$ cat config.mk
export PLATFORM = sky130hd
export DESIGN_NAME = p2s_tx
export DESIGN_NICKNAME = d
export VERILOG_FILES = /design/src/rtl/p2s_tx_pkg.sv /design/src/rtl/p2s_tx_tick.sv /design/src/rtl/p2s_tx.sv
export SDC_FILE = /design/constraint.sdc
export NUM_CORES = 1
export LEC_CHECK = 0
export ABC_AREA = 0
export BUFFER_PORTS_ARGS = -buffer_cell sky130_fd_sc_hd__buf_2
export CAP_MARGIN = 20
export CORE_MARGIN = 1.5
export CORE_UTILIZATION = 55
export DETAILED_ROUTE_END_ITERATION = 16
export GPL_ROUTABILITY_DRIVEN = 0
export HOLD_SLACK_MARGIN = 0.12
export PLACE_DENSITY = 0.91
export SYNTH_ARGS = -nofsm -noshare
export SYNTH_HDL_FRONTEND = slang
export SYNTH_SLANG_ARGS = --single-unit
$ cat constraint.sdc
create_clock -name clk -period 4 [get_ports clk]
set_input_delay 0.6 -clock clk [delete_from_list [all_inputs] [get_ports clk]]
set_output_delay 0.6 -clock clk [all_outputs]
set_load 0.02 [all_outputs]
$ cat src/rtl/p2s_tx_pkg.sv
// p2s_tx_pkg: shared state encodings, defaults and width helper for the serial transmitter
package p2s_tx_pkg;

    localparam int DEF_WIDTH = 32;
    localparam int DEF_HALF  = 4;

    typedef enum logic [1:0] {
        ST_IDLE  = 2'd0,
        ST_SHIFT = 2'd1,
        ST_LATCH = 2'd2
    } state_t;

    // ceil(log2(v)), never less than 1 so counters always have at least one bit
    function automatic int clog2(input int v);
        int r;
        r = 0;
        while ((1 << r) < v) r++;
        return (r < 1) ? 1 : r;
    endfunction

endpackage

$ cat src/rtl/p2s_tx_tick.sv
// p2s_tick: half-period divider, one-cycle tick every HALF enabled cycles, restartable by clear
module p2s_tick
    import p2s_tx_pkg::*;
#(
    parameter int HALF = DEF_HALF
) (
    input  logic clk,
    input  logic rst,
    input  logic en,
    input  logic clear,
    output logic tick
);

    localparam int DW = clog2(HALF);
    localparam logic [DW-1:0] TOP = DW'(HALF - 1);

    logic [DW-1:0] cnt;

    assign tick = en && (cnt == TOP);

    // divider counts only while enabled and wraps on its own tick
    always_ff @(posedge clk) begin
        if (rst || clear) cnt <= '0;
        else if (en) cnt <= tick ? '0 : cnt + DW'(1);
    end

endmodule

$ cat src/rtl/p2s_tx.sv
// p2s_tx: 32-bit parallel-to-serial transmitter with clock, data and latch outputs
module p2s_tx
    import p2s_tx_pkg::*;
#(
    parameter int WIDTH = DEF_WIDTH,
    parameter int HALF  = DEF_HALF
) (
    input  logic             clk,
    input  logic             rst,
    input  logic             start,
    input  logic [WIDTH-1:0] par_data,
    output logic             busy,
    output logic             done,
    output logic             s_clk,
    output logic             s_data,
    output logic             s_latch
);

    localparam int BW = clog2(WIDTH);
    localparam logic [BW-1:0] LAST = BW'(WIDTH - 1);

    state_t           state, state_n;
    logic [WIDTH-1:0] sreg;
    logic [BW-1:0]    bit_cnt;
    logic             phase;
    logic             tick;
    logic             last_bit;

    assign last_bit = tick && phase && (bit_cnt == LAST);

    p2s_tick #(.HALF(HALF)) u_tick (
        .clk   (clk),
        .rst   (rst),
        .en    (state != ST_IDLE),
        .clear (state == ST_IDLE),
        .tick  (tick)
    );

    // state register
    always_ff @(posedge clk) begin
        state <= rst ? ST_IDLE : state_n;
    end

    // next-state logic; unused encoding falls back to idle
    always_comb begin
        state_n = state;
        case (state)
            ST_IDLE:  state_n = start ? ST_SHIFT : ST_IDLE;
            ST_SHIFT: state_n = last_bit ? ST_LATCH : ST_SHIFT;
            ST_LATCH: state_n = tick ? ST_IDLE : ST_LATCH;
            default:  state_n = ST_IDLE;
        endcase
    end

    // datapath and registered outputs; sreg holds the bits still to come after s_data
    always_ff @(posedge clk) begin
        if (rst) begin
            sreg    <= '0;
            bit_cnt <= '0;
            phase   <= 1'b0;
            busy    <= 1'b0;
            done    <= 1'b0;
            s_clk   <= 1'b0;
            s_data  <= 1'b0;
            s_latch <= 1'b0;
        end else begin
            done <= 1'b0;
            case (state)
                ST_IDLE: begin
                    if (start) begin
                        sreg    <= par_data << 1;
                        bit_cnt <= '0;
                        phase   <= 1'b0;
                        busy    <= 1'b1;
                        s_clk   <= 1'b0;
                        s_data  <= par_data[WIDTH-1];
                        s_latch <= 1'b0;
                    end
                end
                ST_SHIFT: begin
                    if (tick && !phase) begin
                        phase <= 1'b1;
                        s_clk <= 1'b1;
                    end else if (tick) begin
                        phase   <= 1'b0;
                        s_clk   <= 1'b0;
                        sreg    <= sreg << 1;
                        bit_cnt <= bit_cnt + BW'(1);
                        s_data  <= last_bit ? 1'b0 : sreg[WIDTH-1];
                        s_latch <= last_bit;
                    end
                end
                ST_LATCH: begin
                    if (tick) begin
                        s_latch <= 1'b0;
                        busy    <= 1'b0;
                        done    <= 1'b1;
                    end
                end
                default: ;
            endcase
        end
    end

endmodule

==> results.ini, run 1 <==
[route]
wl_per_cell_um=13.98
wl_mm=3.579
drt_first_pass_iters=6
viasPerCell=5.637
drtIter0Drc=80
via_count=1443
drc=0
ant_nets=0

[global_route]
met1_usage=0.2452
grt_overflow_total=0
grt_pass1_wl_mm=6.099
use_met2=0.3125
antenna_found_initial=0
grt_pass1_vias=1345
grt_max_degree=36
grtUsageTotal=0.1969
grt_use_met3=0.05405
grt.busiest_layer=met2

[synth]
synth_top_area_share=0.4551
ys_seq_area_frac=0.4551
synthTopCellsByArea=dfxtp_1, mux2i_1, o2bb2ai_1
synthTopCellsByCount=dfxtp_1, mux2i_1, o2bb2ai_1, buf_6, a21oi_1
synth_edf_count=0
ys_types=39
ys_seq_elements=45
synthesis.nets=214
synth_cells=176
synth.largest_area_cell=dfxtp_1
synth-async-reset-ratio=0
yosys_warnings=0
synth_most_common_cell=dfxtp_1
syn_avg_cell_area_um2=11.25
ys.flop_type=dfxtp_1
netlist_area_um2=1979

[layout]
area_delta_synth_final_pct=12.58
n_antenna_cell=0
drive_gt1_frac=0.2571
nFillCells=264
nets=247

[pwr]
internal_power_uw=711.8
combPwrFrac=0.107
p_seq_frac=0.527
pwr-share-clk=0.367
leakage_uw=0.0009965
p_switching_uw=207.0
switching_share=0.2253
power_density_nw_per_um2=412.3
peakVddDrop_mv=0.2393

[floorplanning]
core_area_um2=3390
start_util=0.5840
die-area_um2=3968
fp.dieH_um=62.99
row_count=21
die_w_um=62.99
num_io_pins=40

[cts]
cts-root-buf=clkbuf_4
ctsResizeCount=0
insertion_delay_ns=0.36
cts_tree=yes
cts_setup_buffers=0
cts.sinks=45
cts_buffers=5
clockBufferDepth=2
clkTransAtPathRegs_ns=0.13
postCtsHoldBufs=0
cts_max_level=2

[setup_path]
crit_family=simple AND/OR/NAND/NOR gates
path_buf_inv=0
max_stage_delay_ns=0.85
end_kind=register
crit_type=register to register
cp.required_ns=4.22
cp_cell_sequence=nand2b_2 -> mux2i_1 -> o2bb2ai_1
cp_max_fo=32
cp.depth=3
worstPathArrival_ns=2.27
r2r_cells=3
slowest_stage=nand2b_2
critPathLaunchType=register

[status]
status=finished, final reports clean

[timing]
rsz0062_at_grt=false
worst_slew_pin_slew_ns=0.9730
skew_ns=0.008411
final.setup.tns_ns=0
finalSetupViolCount=0
finalCritPeriodShare=0.5112
whs_ns=0.4411
max_freq_mhz=489.1
relSlewSlack=0.3513
post-route-min-period_ns=2.045
slew_violations=0
hold_viol_final=0

[place]
io_buffers=39
hpwl_mm=2.364

[min_path]
holdPathStages=1
hold_class=register to register

[job]
cap_violations=0

-- path summary, 6_finish.rpt --
check                             start                    endpoint  slack, ns
max                 state[1]$_SDFF_PP0_       sreg[19]$_SDFFE_PP0P_       1.96
min          u_tick.cnt[0]$_SDFFE_PP0P_  u_tick.cnt[0]$_SDFFE_PP0P_       0.44
max reg2reg         state[1]$_SDFF_PP0_       sreg[19]$_SDFFE_PP0P_       1.96
min reg2reg  u_tick.cnt[0]$_SDFFE_PP0P_  u_tick.cnt[0]$_SDFFE_PP0P_       0.44
-- flip-flops by register name, summed over array words and instances (netlist names) --
signal      cells
phase           1
state           2
done            1
s_data          1
u_tick.cnt      2
sreg           31
bit_cnt         5
s_latch         1
busy            1
-- layer usage --
metal  wire (um)  share of wire  up-vias
li1            -              -      729
met1        1643           0.46      675
met2        1713           0.48       33
met3         169          0.047        6
met4          52          0.015        0
met5           0              0        -
-- cell families (layout without fill, tap and decap cells) --
family / count (synthesis) / after routing / share of synthesized area
muxes: 31 / 31 / 0.1574
buffers and inverters: 18 / 52 / 0.06636
AOI/OAI and AO/OA: 49 / 49 / 0.2016
xor gates and xnor gates: 1 / 1 / 0.004426
DFF: 45 / 45 / 0.4551
and+or+nand+nor: 29 / 29 / 0.09608
adders and majority gates: 3 / 3 / 0.01897
-- per-stage QoR --
stage	cells	instance area, um2	utilization	total power [uW]	worst slack, ns
final	256	2228	0.6574	918.8	1.955
after global routing	256	2228	0.6574	961.5	1.765
after CTS	256	2228	0.6574	926.5	1.941
after detailed placement	248	2126	0.6272	591.9	1.978
after global placement	248	2126	0.6272	589.1	2.033
after floorplan	176	1979	-	567.1	2.525
-- placed cells by master, fill, tap and decap left out, types with 4 or more instances in the layout --
| cell | instances |
|---|---|
| dfxtp_1 | 45 |
| nand3_1 | 4 |
| inv_1 | 4 |
| clkbuf_4 | 5 |
| a21oi_1 | 5 |
| buf_2 | 39 |
| o2bb2ai_1 | 30 |
| mux2i_1 | 30 |
-- power groups by stage --
| stage | Clock (uW) | Combinational, uW | Sequential [uW] |
|---|---|---|---|
| floorplan | 0 | 76.1 | 491 |
| detailed placement | 0 | 98.8 | 493 |
| finish | 337 | 98.2 | 484 |
| global placement | 0 | 96.1 | 493 |
| CTS | 343 | 99.5 | 484 |
| global route | 366 | 109 | 487 |
-- final cells by class --
cell class                      instances  area [um2]  area share
Timing Repair Buffer                   40       202.7     0.09096
Multi-Input combinational cell        113       949.7      0.4262
Tap cell                               46       57.56     0.02583
Clock inverter                          3       65.06     0.02920
Inverter                                4       15.01    0.006738
Clock buffer                            5       37.54     0.01684
Sequential cell                        45       900.9      0.4043
(Power assumes the default switching activity.)
==> run 2, diff against run 1 <==
- CORE_UTILIZATION: 55 -> 54
- PLACE_DENSITY: 0.91 -> 0.9
- clock period: 4 -> 2 ns (I/O delays scaled with it)
==> run 2 against run 1 <==
Sequential share of layout area shrank 1.4 points; via count increased by 5.2%; setup slack worse by 1.7 ns; die area is 1.8% higher; final cell count up 3.5%.
==> results.ini, run 2 (same netlist as run 1, synthesis figures left out) <==
[status]
status=finished, final reports clean  ; unchanged

[timing]
hold_viol_final=0  ; unchanged
rsz0062_at_grt=false  ; unchanged
finalSetupViolCount=0  ; unchanged
whs_ns=0.1800  ; was 0.4411 ns
finalCritPeriodShare=0.8672  ; was 0.5112
relSlewSlack=0.4891  ; was 0.3513
skew_ns=0.008219  ; was 0.008411 ns
worst_slew_pin_slew_ns=0.7622  ; was 0.9730 ns
post-route-min-period_ns=1.734  ; was 2.045 ns
max_freq_mhz=576.6  ; was 489.1 MHz
slew_violations=0  ; unchanged
final.setup.tns_ns=0  ; unchanged

[setup_path]
critPathLaunchType=register  ; unchanged
end_kind=register  ; unchanged
slowest_stage=nor3_4  ; was nand2b_2
crit_family=simple AND/OR/NAND/NOR gates  ; unchanged
reg2reg_slack_ns=0.27  ; was 1.96 ns
path_buf_inv=1  ; was 0
r2r-start=u_tick.cnt[0]$_SDFFE_PP0P_  ; was state[1]$_SDFF_PP0_
cp.required_ns=2.29  ; was 4.22 ns
max_stage_delay_ns=0.48  ; was 0.85 ns
cp_cell_sequence=ha_1 -> and4b_4 -> nor3_4 -> buf_4 -> o2bb2ai_1  ; was nand2b_2 -> mux2i_1 -> o2bb2ai_1
cp_max_fo=12  ; was 32
cp.depth=5  ; was 3
r2r_cells=5  ; was 3
r2r_end=sreg[2]$_SDFFE_PP0P_  ; was sreg[19]$_SDFFE_PP0P_
crit_type=register to register  ; unchanged
critical_path.endpoint=sreg[2]$_SDFFE_PP0P_  ; was sreg[19]$_SDFFE_PP0P_
worstPathArrival_ns=2.02  ; was 2.27 ns
startpoint=u_tick.cnt[0]$_SDFFE_PP0P_  ; was state[1]$_SDFF_PP0_

[place]
dp.cells=256  ; was 248
io_buffers=39  ; unchanged
hpwl_mm=2.619  ; was 2.364 mm

[layout]
top_regs=sreg x31, bit_cnt x5  ; unchanged
largest_reg_flops=31  ; unchanged
final_cells=265  ; was 256
drive_gt1_frac=0.2877  ; was 0.2571
final_cell_mix=dfxtp_1, buf_2, mux2i_1, o2bb2ai_1, buf_4  ; was dfxtp_1, buf_2, mux2i_1, o2bb2ai_1
nets=256  ; was 247
nFillCells=275  ; was 264
n_antenna_cell=0  ; unchanged
regMostFlops=sreg  ; unchanged
layout_commonest_cell=dfxtp_1  ; unchanged
area_delta_synth_final_pct=16.75  ; was 12.58%

[pwr]
leakage_uw=0.001045  ; was 0.0009965 uW
peakVddDrop_mv=0.4208  ; was 0.2393 mV
combPwrFrac=0.116  ; was 0.107
power_density_nw_per_um2=797.0  ; was 412.3 nW/um2
p_seq_frac=0.523  ; was 0.527
pwr-share-clk=0.361  ; was 0.367
switching_share=0.2229  ; was 0.2253
p_total_uw=1842  ; was 918.8 uW
p_switching_uw=410.6  ; was 207.0 uW
internal_power_uw=1431  ; was 711.8 uW

[global_route]
grt_max_degree=32  ; was 36
grtUsageTotal=0.2034  ; was 0.1969
antenna_found_initial=0  ; unchanged
grt_overflow_total=0  ; unchanged
grt_pass1_vias=1472  ; was 1,345
grt_pass1_wl_mm=6.368  ; was 6.099 mm

[route]
viasPerCell=5.728  ; was 5.637
drt_first_pass_iters=4  ; was 6
drtIter0Drc=77  ; was 80
via_count=1518  ; was 1,443
ant_nets=0  ; unchanged
drc=0  ; unchanged
wl_per_cell_um=14.50  ; was 13.98 um
wl_mm=3.843  ; was 3.579 mm

[floorplanning]
fp.dieH_um=63.55  ; was 62.99 um
die_w_um=63.55  ; was 62.99 um
die-area_um2=4038  ; was 3968 um2
row_count=21  ; unchanged
start_util=0.5795  ; was 0.5840
core_area_um2=3416  ; was 3390 um2
num_io_pins=40  ; unchanged

[cts]
ctsResizeCount=0  ; unchanged
clockBufferDepth=2  ; unchanged
cts_tree=yes  ; unchanged
cts.sinks=45  ; unchanged
clkTransAtPathRegs_ns=0.12  ; was 0.13 ns
cts_max_level=2  ; unchanged
insertion_delay_ns=0.36  ; about the same
cts-root-buf=clkbuf_4  ; unchanged
cts_buffers=5  ; unchanged

[min_path]
hold_class=input port to register  ; was register to register

[job]
cap_violations=0  ; unchanged

-- run 2: changes by cell type in the layout (fill, tap and decap cells not counted), sizes merged --
cell,previous run,this run
buf,40,48
nor3,4,5
-- run 2: power groups by stage --
stage	clock (uW)	combinational, uW	sequential [uW]
final	665	213	964
after floorplan	0	152	982
after global routing	718	235	969
after CTS	679	212	964
after global placement	0	206	982
after detailed placement	0	212	983
-- run 2: layout make-up --
| class | count | area [um2] | share of cell area |
|---|---|---|---|
| repair buffers | 48 | 275.3 | 0.1191 |
| clock inverters | 3 | 65.06 | 0.02815 |
| flip-flops and latches | 45 | 900.9 | 0.3898 |
| multi-input cells | 114 | 959.7 | 0.4153 |
| well taps | 46 | 57.56 | 0.02491 |
| clock buffers | 5 | 37.54 | 0.01624 |
| inverters | 4 | 15.01 | 0.006497 |
-- run 2: repair_timing --
item / in CTS / in global routing
setup buffers: 0 / 0
hold buffers: 0 / 0
setup endpoints to repair: 0 / 12
-- run 2: per-layer routing --
| metal | GRT usage | routed length, um |
|---|---|---|
| met1 | 0.2463 | 1764 |
| met2 | 0.3408 | 1838 |
| met3 | 0.04107 | 155 |
| met4 | 0.1033 | 84 |
| met5 | 0 | 0 |
-- run 2: how the worst min path moves through the flow --
stage / depth (start not counted) / startpoint / end
after floorplan: 1 / u_tick.cnt[0]$_SDFFE_PP0P_ / u_tick.cnt[0]$_SDFFE_PP0P_
after detailed placement: 1 / u_tick.cnt[0]$_SDFFE_PP0P_ / u_tick.cnt[0]$_SDFFE_PP0P_
final: 3 / par_data[0] / sreg[1]$_SDFFE_PP0P_
after global placement: 1 / u_tick.cnt[0]$_SDFFE_PP0P_ / u_tick.cnt[0]$_SDFFE_PP0P_
after global routing: 3 / par_data[0] / sreg[1]$_SDFFE_PP0P_
after CTS: 3 / par_data[0] / sreg[1]$_SDFFE_PP0P_
-- run 2: tightest hold or removal path: cells and delay by family --
| kind | cells | cell delay [ns] |
|---|---|---|
| buffers and inverters | 1 | 0.09 |
| AO/OA/AOI/OAI | 1 | 0.05 |
| AND/OR/NAND/NOR | 1 | 0.06 |
-- run 2: through the flow --
step / setup slack (ns) / cell area [um2] / utilization
6_report: 0.2656 / 2311 / 0.6766
3_3_place_gp: 0.1406 / 2198 / 0.6436
2_1_floorplan: 0.5253 / 1979 / -
3_5_place_dp: 0.07121 / 2198 / 0.6436
4_1_cts: 0.05687 / 2301 / 0.6736
5_1_grt: 0.1822 / 2311 / 0.6766
